`src/rtl/serial_subtractor_if.sv`:
```
// serial_subtractor_if: handshake and data bundle for the bit-serial subtractor.
//   start : request, sampled only while the subtractor is idle
//   sum   : adder result {cout,s}, WIDTH+1 bits, captured on accept
//   b     : known adder operand, captured on accept
//   bin   : carry-in of the original add (initial borrow), captured on accept
//   diff  : recovered operand A
//   err   : result lies outside 0..2^WIDTH-1
//   busy  : operation in progress
//   done  : one-cycle pulse when diff/err update
// master drives the request side, slave is the subtractor.
interface serial_subtractor_if #(
    parameter int unsigned WIDTH = 4
);
    logic             start;
    logic [WIDTH:0]   sum;
    logic [WIDTH-1:0] b;
    logic             bin;
    logic [WIDTH-1:0] diff;
    logic             err;
    logic             busy;
    logic             done;

    modport master (
        output start, sum, b, bin,
        input  diff, err, busy, done
    );

    modport slave (
        input  start, sum, b, bin,
        output diff, err, busy, done
    );
endinterface

```
`src/rtl/serial_subtractor.sv`:
```
// serial_subtractor: bit-serial inverse of a WIDTH-bit ripple-carry adder.
// Recovers A = sum - b - bin one bit per clock through a single full-subtractor
// cell and a borrow flip-flop, taking WIDTH+1 shift cycles per operation.
// Ports:
//   clk   : system clock, all state changes on the rising edge
//   reset : synchronous, active-high reset
//   bus   : serial_subtractor_if slave (start/sum/b/bin in, diff/err/busy/done out)
module serial_subtractor #(
    parameter int unsigned WIDTH = 4
) (
    input logic                clk,
    input logic                reset,
    serial_subtractor_if.slave bus
);
    localparam int unsigned CW = $clog2(WIDTH + 1);

    typedef enum logic [1:0] {
        st_idle  = 2'd0,
        st_shift = 2'd1,
        st_done  = 2'd2
    } state_t;

    state_t           state_q;
    logic [WIDTH:0]   m_q;      // minuend shift register
    logic [WIDTH:0]   s_q;      // subtrahend shift register
    logic [WIDTH-1:0] r_q;      // partial result, upper bits of the final word
    logic             bw_q;     // borrow flip-flop
    logic [CW-1:0]    cnt_q;
    logic [WIDTH-1:0] diff_q;
    logic             err_q;
    logic             busy_q;
    logic             done_q;

    logic             d;
    logic             bw_n;
    logic [WIDTH:0]   r_n;

    // Full-subtractor cell on the current LSBs.
    always_comb begin
        d    = m_q[0] ^ s_q[0] ^ bw_q;
        bw_n = (~m_q[0] & s_q[0]) | (~m_q[0] & bw_q) | (s_q[0] & bw_q);
        // New bit enters at the MSB; on the last cycle r_n is the full result.
        r_n  = {d, r_q};
    end

    always_ff @(posedge clk) begin
        if (reset) begin
            state_q <= st_idle;
            m_q     <= '0;
            s_q     <= '0;
            r_q     <= '0;
            bw_q    <= 1'b0;
            cnt_q   <= '0;
            diff_q  <= '0;
            err_q   <= 1'b0;
            busy_q  <= 1'b0;
            done_q  <= 1'b0;
        end else begin
            unique case (state_q)
                st_idle: begin
                    done_q <= 1'b0;
                    if (bus.start) begin
                        m_q     <= bus.sum;
                        s_q     <= {1'b0, bus.b};
                        bw_q    <= bus.bin;
                        r_q     <= '0;
                        cnt_q   <= '0;
                        busy_q  <= 1'b1;
                        state_q <= st_shift;
                    end
                end
                st_shift: begin
                    m_q   <= m_q >> 1;
                    s_q   <= s_q >> 1;
                    r_q   <= r_n[WIDTH:1];
                    bw_q  <= bw_n;
                    cnt_q <= cnt_q + CW'(1);
                    if (cnt_q == CW'(WIDTH)) begin
                        // Final borrow: negative; set MSB: above 2^WIDTH-1.
                        diff_q  <= r_n[WIDTH-1:0];
                        err_q   <= bw_n | r_n[WIDTH];
                        busy_q  <= 1'b0;
                        done_q  <= 1'b1;
                        state_q <= st_done;
                    end
                end
                st_done: begin
                    done_q  <= 1'b0;
                    state_q <= st_idle;
                end
                default: begin
                    busy_q  <= 1'b0;
                    done_q  <= 1'b0;
                    state_q <= st_idle;
                end
            endcase
        end
    end

    assign bus.diff = diff_q;
    assign bus.err  = err_q;
    assign bus.busy = busy_q;
    assign bus.done = done_q;
endmodule

```
`src/flat_wrapper.sv`:
```
// flat-port wrapper written by rule: the top's interface ports become plain ports
module serial_subtractor_flat 
#(
    parameter int unsigned WIDTH = 4
)
  (clk, reset, bus_start, bus_sum, bus_b, bus_bin, bus_diff, bus_err, bus_busy, bus_done);
  serial_subtractor_if #(.WIDTH(WIDTH)) bus_i ();
  input logic clk;
  input logic reset;
  input wire logic [$bits(bus_i.start)-1:0] bus_start;
  input wire logic [$bits(bus_i.sum)-1:0] bus_sum;
  input wire logic [$bits(bus_i.b)-1:0] bus_b;
  input wire logic [$bits(bus_i.bin)-1:0] bus_bin;
  output wire logic [$bits(bus_i.diff)-1:0] bus_diff;
  output wire logic [$bits(bus_i.err)-1:0] bus_err;
  output wire logic [$bits(bus_i.busy)-1:0] bus_busy;
  output wire logic [$bits(bus_i.done)-1:0] bus_done;
  assign bus_i.start = bus_start;
  assign bus_i.sum = bus_sum;
  assign bus_i.b = bus_b;
  assign bus_i.bin = bus_bin;
  assign bus_diff = bus_i.diff;
  assign bus_err = bus_i.err;
  assign bus_busy = bus_i.busy;
  assign bus_done = bus_i.done;
  serial_subtractor #(.WIDTH(WIDTH)) u_core (.clk(clk), .reset(reset), .bus(bus_i));
endmodule
```
`config.mk`:
```
export PLATFORM = sky130hd
export DESIGN_NAME = serial_subtractor_flat
export DESIGN_NICKNAME = d
export VERILOG_FILES = /design/src/rtl/serial_subtractor_if.sv /design/src/rtl/serial_subtractor.sv /design/src/flat_wrapper.sv
export SDC_FILE = /design/constraint.sdc
export NUM_CORES = 1
export LEC_CHECK = 0
export ABC_AREA = 1
export CORE_UTILIZATION = 50
export DETAILED_ROUTE_END_ITERATION = 7
export GPL_TIMING_DRIVEN = 0
export PLACE_DENSITY = 0.75
export SYNTH_ARGS = -nofsm -noshare
export SYNTH_HDL_FRONTEND = slang
export SYNTH_SLANG_ARGS = --single-unit
```
`constraint.sdc`:
```
create_clock -name clk -period 1.4 [get_ports clk]
set_input_delay 0.14 -clock clk [delete_from_list [all_inputs] [get_ports clk]]
set_output_delay 0.14 -clock clk [all_outputs]
set_load 0.05 [all_outputs]
```
==> insert_results.sql <==
INSERT INTO impl_metrics (metric_group, metric, value, unit) VALUES
('timing', 'slew-limit-headroom', '66.7', '%'),
('synth', 'synth.lib_cells_used.distinct', '20', ''),
('floorplanning', 'fp.dieW', '49.9', 'um'),
('cts', 'number_of_buffers_inserted_during_clock_tree_synthesis', '3', ''),
('worst_setup_path', 'delay_contributed_by_the_slowest_stage_of_the_critical_path', '0.53', 'ns'),
('global_route', 'grt.total_usage', '20.5', '%'),
('worst_setup_path', 'required', '1.26', 'ns'),
('synth', 'ys_ff_latch', '26', ''),
('cts', 'cts_max_path_buffers', '2', ''),
('route', 'drtIter0Drc', '13', ''),
('floorplanning', 'floorplan.initialDensity', '55.6', '%'),
('final_layout', 'syn_to_final_growth', '24.9', '%'),
('worst_setup_path', 'crit_path_cell_trace', 'dlygate4sd2_1', ''),
('timing', 'slew_at_the_pin_closest_to_its_max_slew_limit', '0.499', 'ns'),
('final_layout', 'finish.net_count', '198', ''),
('cts', 'clk-insertion-delay-late', '0.31', 'ns'),
('synth', 'netlist_top_cells_area', 'sky130_fd_sc_hd__dfxtp_1, sky130_fd_sc_hd__nand2_1, sky130_fd_sc_hd__inv_1', ''),
('final_layout', 'stdcell_count', '208', ''),
('cts', 'cts.root.buffer_cell', 'sky130_fd_sc_hd__clkbuf_4', ''),
('final_layout', 'layout.filler_cells', '183', ''),
('global_route', 'antenna_found_initial', '0', ''),
('timing', 'post-route-min-period', '1.33', 'ns'),
('synth', 'synth_sequential_area_ratio', '45.4', '%'),
('timing', 'fmaxAchievable', '0.752', 'GHz'),
('worst_setup_path', 'critical_path_start_type', 'register', ''),
('floorplanning', 'die_outline_area', '2490', 'sq um'),
('worst_setup_path', 'crit_path_max_fanout', '2', ''),
('final_layout', 'antennaDiodeCount', '0', ''),
('power', 'power.ir.vdd_worst', '800', 'uV'),
('route', 'detail_route.wl_per_cell', '11.0', 'um'),
('timing', 'final_hold_viol_count', '0', ''),
('placed_design', 'area_after_dpl', '1370', 'sq um'),
('timing', 'timing.final.setup_violations', '0', ''),
('synth', 'yosysTopAreaCell', 'sky130_fd_sc_hd__dfxtp_1', ''),
('global_route', 'global_route_wire_length_before_repair', '3900', 'um'),
('timing', 'holdWs', '0.372', 'ns'),
('route', 'final_wirelength', '2280', 'um'),
('final_layout', 'finalInstanceArea', '1430', 'sq um'),
('floorplanning', 'rows', '16', ''),
('cts', 'htreeDepth', '1', ''),
('worst_setup_path', 'worst-setup-path-type', 'register to output pin', ''),
('route', 'vias', '1044', ''),
('synth', 'post_synth_inst_count', '157', ''),
('global_route', 'maximum_number_of_pins_on_one_net_before_global_route_repair', '16', ''),
('synth', 'netlist_area', '1150', 'sq um'),
('placed_design', 'inst_count_dp', '203', ''),
('route', 'first_pass_iters', '4', ''),
('worst_setup_path', 'critical-path-slowest-cell', 'sky130_fd_sc_hd__dlygate4sd2_1', ''),
('worst_setup_path', 'cpLargestDelayFamily', 'buffers and inverters', ''),
('hold_path', 'min_path_type', 'primary input to register', ''),
('floorplanning', 'die-height', '49.9', 'um'),
('synth', 'syn-mean-instance-area', '7.31', 'sq um'),
('cts', 'cts_hold_repair.buffers', '0', ''),
('synth', 'yosys.area.top_type_share', '45.4', '%'),
('power', 'report.power.total', '0.00154', 'W'),
('global_route', 'via_count_of_the_first_global_routing_pass', '948', ''),
('job', 'max_cap_viol_count', '0', ''),
('placed_design', 'post_detail_place_hpwl', '1700', 'um'),
('synth', 'yosysWarnings', '0', ''),
('global_route', 'gr-total-overflow', '0', ''),
('synth', 'post_synthesis_net_count', '173', ''),
('worst_setup_path', 'kind_of_capture_point_of_the_worst_setup_path', 'output pin', ''),
('timing', 'report.final.slew_viol_count', '0', ''),
('power', 'cell_pwr_density', '1070', 'nW/um^2'),
('placed_design', 'gpl.final_weighted_congestion', '0.778', ''),
('final_layout', 'share_of_post_route_cells_with_drive_strength_above_1', '11.6', '%'),
('worst_setup_path', 'cp.buffers_inverters', '1', ''),
('status', 'status', 'completed', ''),
('timing', 'tns', '0', 'ns'),
('cts', 'cts_tree', 'yes', ''),
('worst_setup_path', 'critical_path_arrival', '1.19', 'ns'),
('cts', 'clock-sinks', '26', ''),
('cts', 'path_clk_slew', '0.14', 'ns'),
('power', 'leakage_dissipation', '0.660', 'nW'),
('route', 'postRouteAntennaNets', '0', ''),
('floorplanning', 'core', '2060', 'sq um'),
('route', 'drc_viols', '0', ''),
('route', 'vias_per_cell', '5.02', ''),
('timing', 'finClkSkew', '0.00397', 'ns'),
('placed_design', 'io_buffers', '19', ''),
('timing', 'min_period_over_period', '95.0', '%'),
('floorplanning', 'floorplan.io_pins', '20', '');
[final cells by class]
| class | count | area [sq um] | share of cell area, % |
|---|---|---|---|
| clock inverters | 1 | 30.0 | 2.10 |
| plain buffers | 4 | 31.3 | 2.18 |
| clock buffers | 3 | 22.5 | 1.57 |
| inverters | 27 | 103 | 7.16 |
| well taps | 27 | 33.8 | 2.36 |
| flip-flops and latches | 26 | 526 | 36.7 |
| multi-input cells | 100 | 498 | 34.8 |
| repair buffers | 20 | 189 | 13.2 |
[stage by stage]
| step | setup slack, ns | utilization [%] |
|---|---|---|
| 6_report | 0.0700 | 69.5 |
| 5_1_grt | -0.00724 | 69.5 |
| 4_1_cts | 0.0538 | 68.6 |
| 3_5_place_dp | 0.00959 | 66.5 |
| 3_3_place_gp | 0.0328 | 66.5 |
| 2_1_floorplan | 0.188 | - |
[cells in the mapped netlist]
master and instances:
sky130_fd_sc_hd__clkbuf_1 1, sky130_fd_sc_hd__fa_1 1, sky130_fd_sc_hd__buf_6 2, sky130_fd_sc_hd__nor2_1 22
sky130_fd_sc_hd__a21oi_1 10, sky130_fd_sc_hd__o21ai_1 3, sky130_fd_sc_hd__inv_1 23, sky130_fd_sc_hd__o22ai_1 1
sky130_fd_sc_hd__nor2_2 1, sky130_fd_sc_hd__nand2_2 1, sky130_fd_sc_hd__nand2_4 3, sky130_fd_sc_hd__ha_1 2
sky130_fd_sc_hd__buf_2 1, sky130_fd_sc_hd__nand2_1 26, sky130_fd_sc_hd__nand3_1 12, sky130_fd_sc_hd__inv_2 3
sky130_fd_sc_hd__dfxtp_1 26, sky130_fd_sc_hd__nor3_1 5, sky130_fd_sc_hd__o21ai_0 13, sky130_fd_sc_hd__clkinv_2 1
[final timing paths]
path / start / endpoint / slack, ns / cells after the start
worst max-delay path: u_core.bus.busy / bus_busy / 0.07 / 1
worst min-delay path: bus_sum[4] / u_core.m_q[4] / 0.37 / 3
worst max register to register: u_core.bw_q / u_core.bus.err / 0.13 / 6
worst min register to register: u_core.cnt_q[0] / u_core.cnt_q[0] / 0.46 / 1
[kinds of logic (layout without fill, tap and decap cells)]
family / count (synthesis) / after routing / synth area share [%]
AND/OR/NAND/NOR: 70 / 70 / 27.2
buffers and inverters: 31 / 55 / 11.7
AO/OA/AOI/OAI: 27 / 27 / 11.9
flip-flops: 26 / 26 / 45.4
adder cells (fa/ha/maj): 3 / 3 / 3.93
[where the power goes]
| part | total (W) | internal (W) | switching, W |
|---|---|---|---|
| Sequential | 0.000802 | 0.000779 | 0.0000235 |
| Clock | 0.000503 | 0.000289 | 0.000214 |
| Combinational | 0.000233 | 0.000101 | 0.000132 |
[routing by layer]
layer | vias to the layer above | part of all wire [%] | track usage (%)
li1 | 542 | - | -
met1 | 477 | 46 | 25.8
met2 | 23 | 50 | 35.4
met3 | 2 | 3.7 | 2.78
met4 | 0 | 0.66 | 7.14
met5 | - | 0 | 0
[cell usage in the layout (no fill, tap or decap), drive strengths merged, types with 2 or more instances in the layout]
| cell | count |
|---|---|
| inv | 26 |
| buf | 4 |
| dlygate4sd2 | 7 |
| clkdlybuf4s50 | 12 |
| dfxtp | 26 |
| ha | 2 |
| nor2 | 23 |
| clkbuf | 4 |
| nand2 | 30 |
| nand3 | 12 |
| a21oi | 10 |
| o21ai | 16 |
| nor3 | 5 |
[what timing repair did]
item | CTS | global route
endpoints found under the setup margin | 7 | 4
cloned | 0 | 0
hold endpoints to repair | 0 | 0
gates resized for setup | 7 | 6
buffers inserted | 0 | 1
pin swaps | 0 | 0
[sequential cells by signal, summed over array words and instances, names as in the netlist, 2 cells and up]
| signal | count |
|---|---|
| u_core.bus.diff | 4 |
| u_core.cnt_q | 3 |
| u_core.m_q | 5 |
| u_core.r_q | 4 |
| u_core.s_q | 4 |
| u_core.state_q | 2 |
(Power assumes the default switching activity.)
==> patch 1 (same settings) <==
Re-encode `state_t` (3 states) as one-hot, 3 bits wide.
--- a/src/rtl/serial_subtractor.sv
+++ b/src/rtl/serial_subtractor.sv
@@ -16,6 +16,6 @@
 
-    typedef enum logic [1:0] {
-        st_idle  = 2'd0,
-        st_shift = 2'd1,
-        st_done  = 2'd2
+    typedef enum logic [2:0] {
+        st_idle  = 3'b001,
+        st_shift = 3'b010,
+        st_done  = 3'b100
     } state_t;
Formal check against the unedited RTL: same outputs for any inputs over 10 cycles, from zero or initial values and one cycle with reset high; not proved beyond that.
==> patch 1 against the unedited design <==
Worst setup slack got worse by 28 ps. Sequential cell count up 1. Total power down 9.4%. Synthesized area is 3.6% higher. Sequential share of layout area is 0.23 points higher. Critical path type unchanged. Wire length rose by 6.5%. Final area increased by 2.4%.
==> patch 1: results (changes against the unedited design) <==
Arr. time, crit path 1220 ps (+30 ps); clk cell area share 2.046% (-1.6 points); Final HPWL DP 1.706 mm (about the same); via count 1,007 (-3.5%); largest net degree at the start of global routing 17 (+1); reported sequential group power 828 µW (+3.2%); Yosys cell types 24 (+20%); vias in the first global route 953 (+0.53%); hold slack final 414.9 ps (+43.07 ps); syn avg cell area 7.769 µm² (+6.3%); share of layout cells above drive strength 1 15.64% (+4.0 points); internal cell power 1.015 mW (-13%); detailed-route vias per instance 4.865 (-3.1%); CP endpoint bus_err; Global Route Usage Sum 20.98% (+0.49 points); global placement routability congestion 0.7512 (-3.4%); maximum VDD drop 0.0007021 V (-12%); post-synthesis xor/xnor area fraction 0.7368% (+0.74 points); Inst Count DP 200 (-1.5%); first-pass GRT wire length 3.946 mm (+1.2%); Reg-to-Reg Start u_core.state_q[0]$_SDFFE_PP1P_; Synth Area in Adders 3.789% (-0.14 points); Synth area leaders dfxtp_1 45%, nand2_1 9.2%, nor2_1 8.2%, o21ai_0 6.7%, inv_1 4.1%; flop-to-flop setup slack 60 ps (-70 ps); Period Utilization, post-route 96.98% (+2.0 points); post-synthesis compound-gate area fraction 14.00% (+2.1 points); fillcell total 209 (+14%); Pleak 0.6404 nW (-3.0%); status finished clean; pre-CTS setup slack -22.01 ps (-31.60 ps); Setup Skew 7.115 ps (+3.144 ps)
==> patch 1: changes by cell type in the layout (fill, tap and decap cells not counted), sizes merged, moves of 2 or more <==
cell | before | now
inv | 26 | 18
nand3 | 12 | 5
o21ai | 16 | 23
nor2 | 23 | 29
nor3 | 5 | 0
dlygate4sd2 | 7 | 4
a21oi | 10 | 8
buf | 4 | 6
clkbuf | 4 | 6
clkdlybuf4s15 | 0 | 2
nand2 | 30 | 32
nand4 | 0 | 2
==> patch 1: timing repair <==
item	CTS	global route
gates resized for setup	7	5
pin swaps	0	1
setup buffers	0	3
endpoints found under the setup margin	7	9
hold endpoints to repair	0	0
==> patch 1: routing by layer <==
metal / wire, µm / up-vias / share of wire, % / GRT usage (%)
met3: 44 / 5 / 1.8 / 3.030
met5: 0 / - / 0 / 0
li1: - / 533 / - / -
met4: 51 / 0 / 2.1 / 12.50
met2: 1129 / 13 / 46 / 34.89
met1: 1203 / 456 / 50 / 25.47
==> patch 2 (same settings) <==
Made on the original files. `WIDTH` is set to 4 in 3 places; all go to 2.
--- a/src/rtl/serial_subtractor_if.sv
+++ b/src/rtl/serial_subtractor_if.sv
@@ -11,3 +11,3 @@
 interface serial_subtractor_if #(
-    parameter int unsigned WIDTH = 4
+    parameter int unsigned WIDTH = 2
 );
--- a/src/rtl/serial_subtractor.sv
+++ b/src/rtl/serial_subtractor.sv
@@ -8,3 +8,3 @@
 module serial_subtractor #(
-    parameter int unsigned WIDTH = 4
+    parameter int unsigned WIDTH = 2
 ) (
--- a/src/flat_wrapper.sv
+++ b/src/flat_wrapper.sv
@@ -3,3 +3,3 @@
 #(
-    parameter int unsigned WIDTH = 4
+    parameter int unsigned WIDTH = 2
 )
Ports: changed (resized bus_b, bus_diff and bus_sum); port bits go from 20 to 14. No check against the original RTL was run, so the function may have changed too.
==> patch 2 against the unedited design <==
Worst hold slack worse by 270 ps. Sequential cell count shrank 9. Final area decreased by 40%. First-iteration DRC count decreased by 46%. Sequential share of layout area is 2.6 points higher. Wire length is 44% lower. Worst setup slack improved by 46 ps. Total power is 40% lower. Synthesized area down 38%. Via count down 41%. Critical path type unchanged. Critical endpoint is now bus_done. Largest cell class unchanged.
==> patch 2: results (changes against the unedited design) <==
pre-CTS setup slack -43.91 ps (-53.50 ps); switching pwr 250.5 µW (-32%); Synth Area in Adders 4.602% (+0.68 points); Commonest cells post-synth 22 x nand2_1, 17 x dfxtp_1, 17 x nor2_1; Reg power frac 56.5% (+4.4 points); Seq/Total Area, Yosys 48.14% (+2.8 points); maximum VDD drop 0.0008012 V (+0.13%); Pleak 0.3956 nW (-40%); syn avg cell area 7.214 µm² (-1.3%); Synth area leaders dfxtp_1 48%, nand2_1 12%, nor2_1 9.0%, inv_1 5.3%, nand3_1 5.0%; # resized after CTS 5 (-2); WL met1 682 µm (-34%); DR WL/cell 9.860 µm (-10%); M3 GR Usage 3.409% (+0.63 points); met2 usage 26.23% (-9.1 points); vias in the first global route 467 (-51%); instance area at placement 845.8 µm² (-38%); port bufs 12 (-7); largest net degree at the start of global routing 11 (-5); Yosys cell types 16 (-20%); drt first pass iters 5 (+1); final net count 126 (-36%); Synthesized Nets 109 (-37%); routed wl met2 536 µm (-53%); share of layout cells above drive strength 1 7.018% (-4.6 points); Final HPWL DP 970.9 µm (-43%); Global Route Usage Sum 18.55% (-1.9 points); detailed-route vias per instance 4.791 (-4.6%); Largest register FFs 3 (-2); status finished clean
## patch 2: path summary, 6_finish.rpt
check	start	endpoint	slack [ps]
setup / recovery	u_core.bus.done$_SDFFE_PP0P_	bus_done	120
hold reg to reg	u_core.r_q[0]$_SDFFE_PP0P_	u_core.r_q[0]$_SDFFE_PP0P_	470
setup reg to reg	u_core.state_q[0]$_SDFFE_PP0P_	u_core.m_q[1]$_SDFFE_PP0P_	170
hold / removal	reset	u_core.m_q[2]$_SDFFE_PP0P_	100
## patch 2: logic make-up after synthesis
group | Yosys count
buffers and inverters | 15
adders and majority gates | 2
DFF | 17
AOI/OAI and AO/OA | 12
and+or+nand+nor | 52
## patch 2: final cells by class
cell class	instances	area (µm²)
Buffer	2	12.51
Clock buffer	4	26.28
Fill cell	134	435.4
Inverter	13	48.80
Multi-Input combinational cell	66	305.3
Sequential cell	17	340.3
Tap cell	15	18.77
Timing Repair Buffer	12	113.9
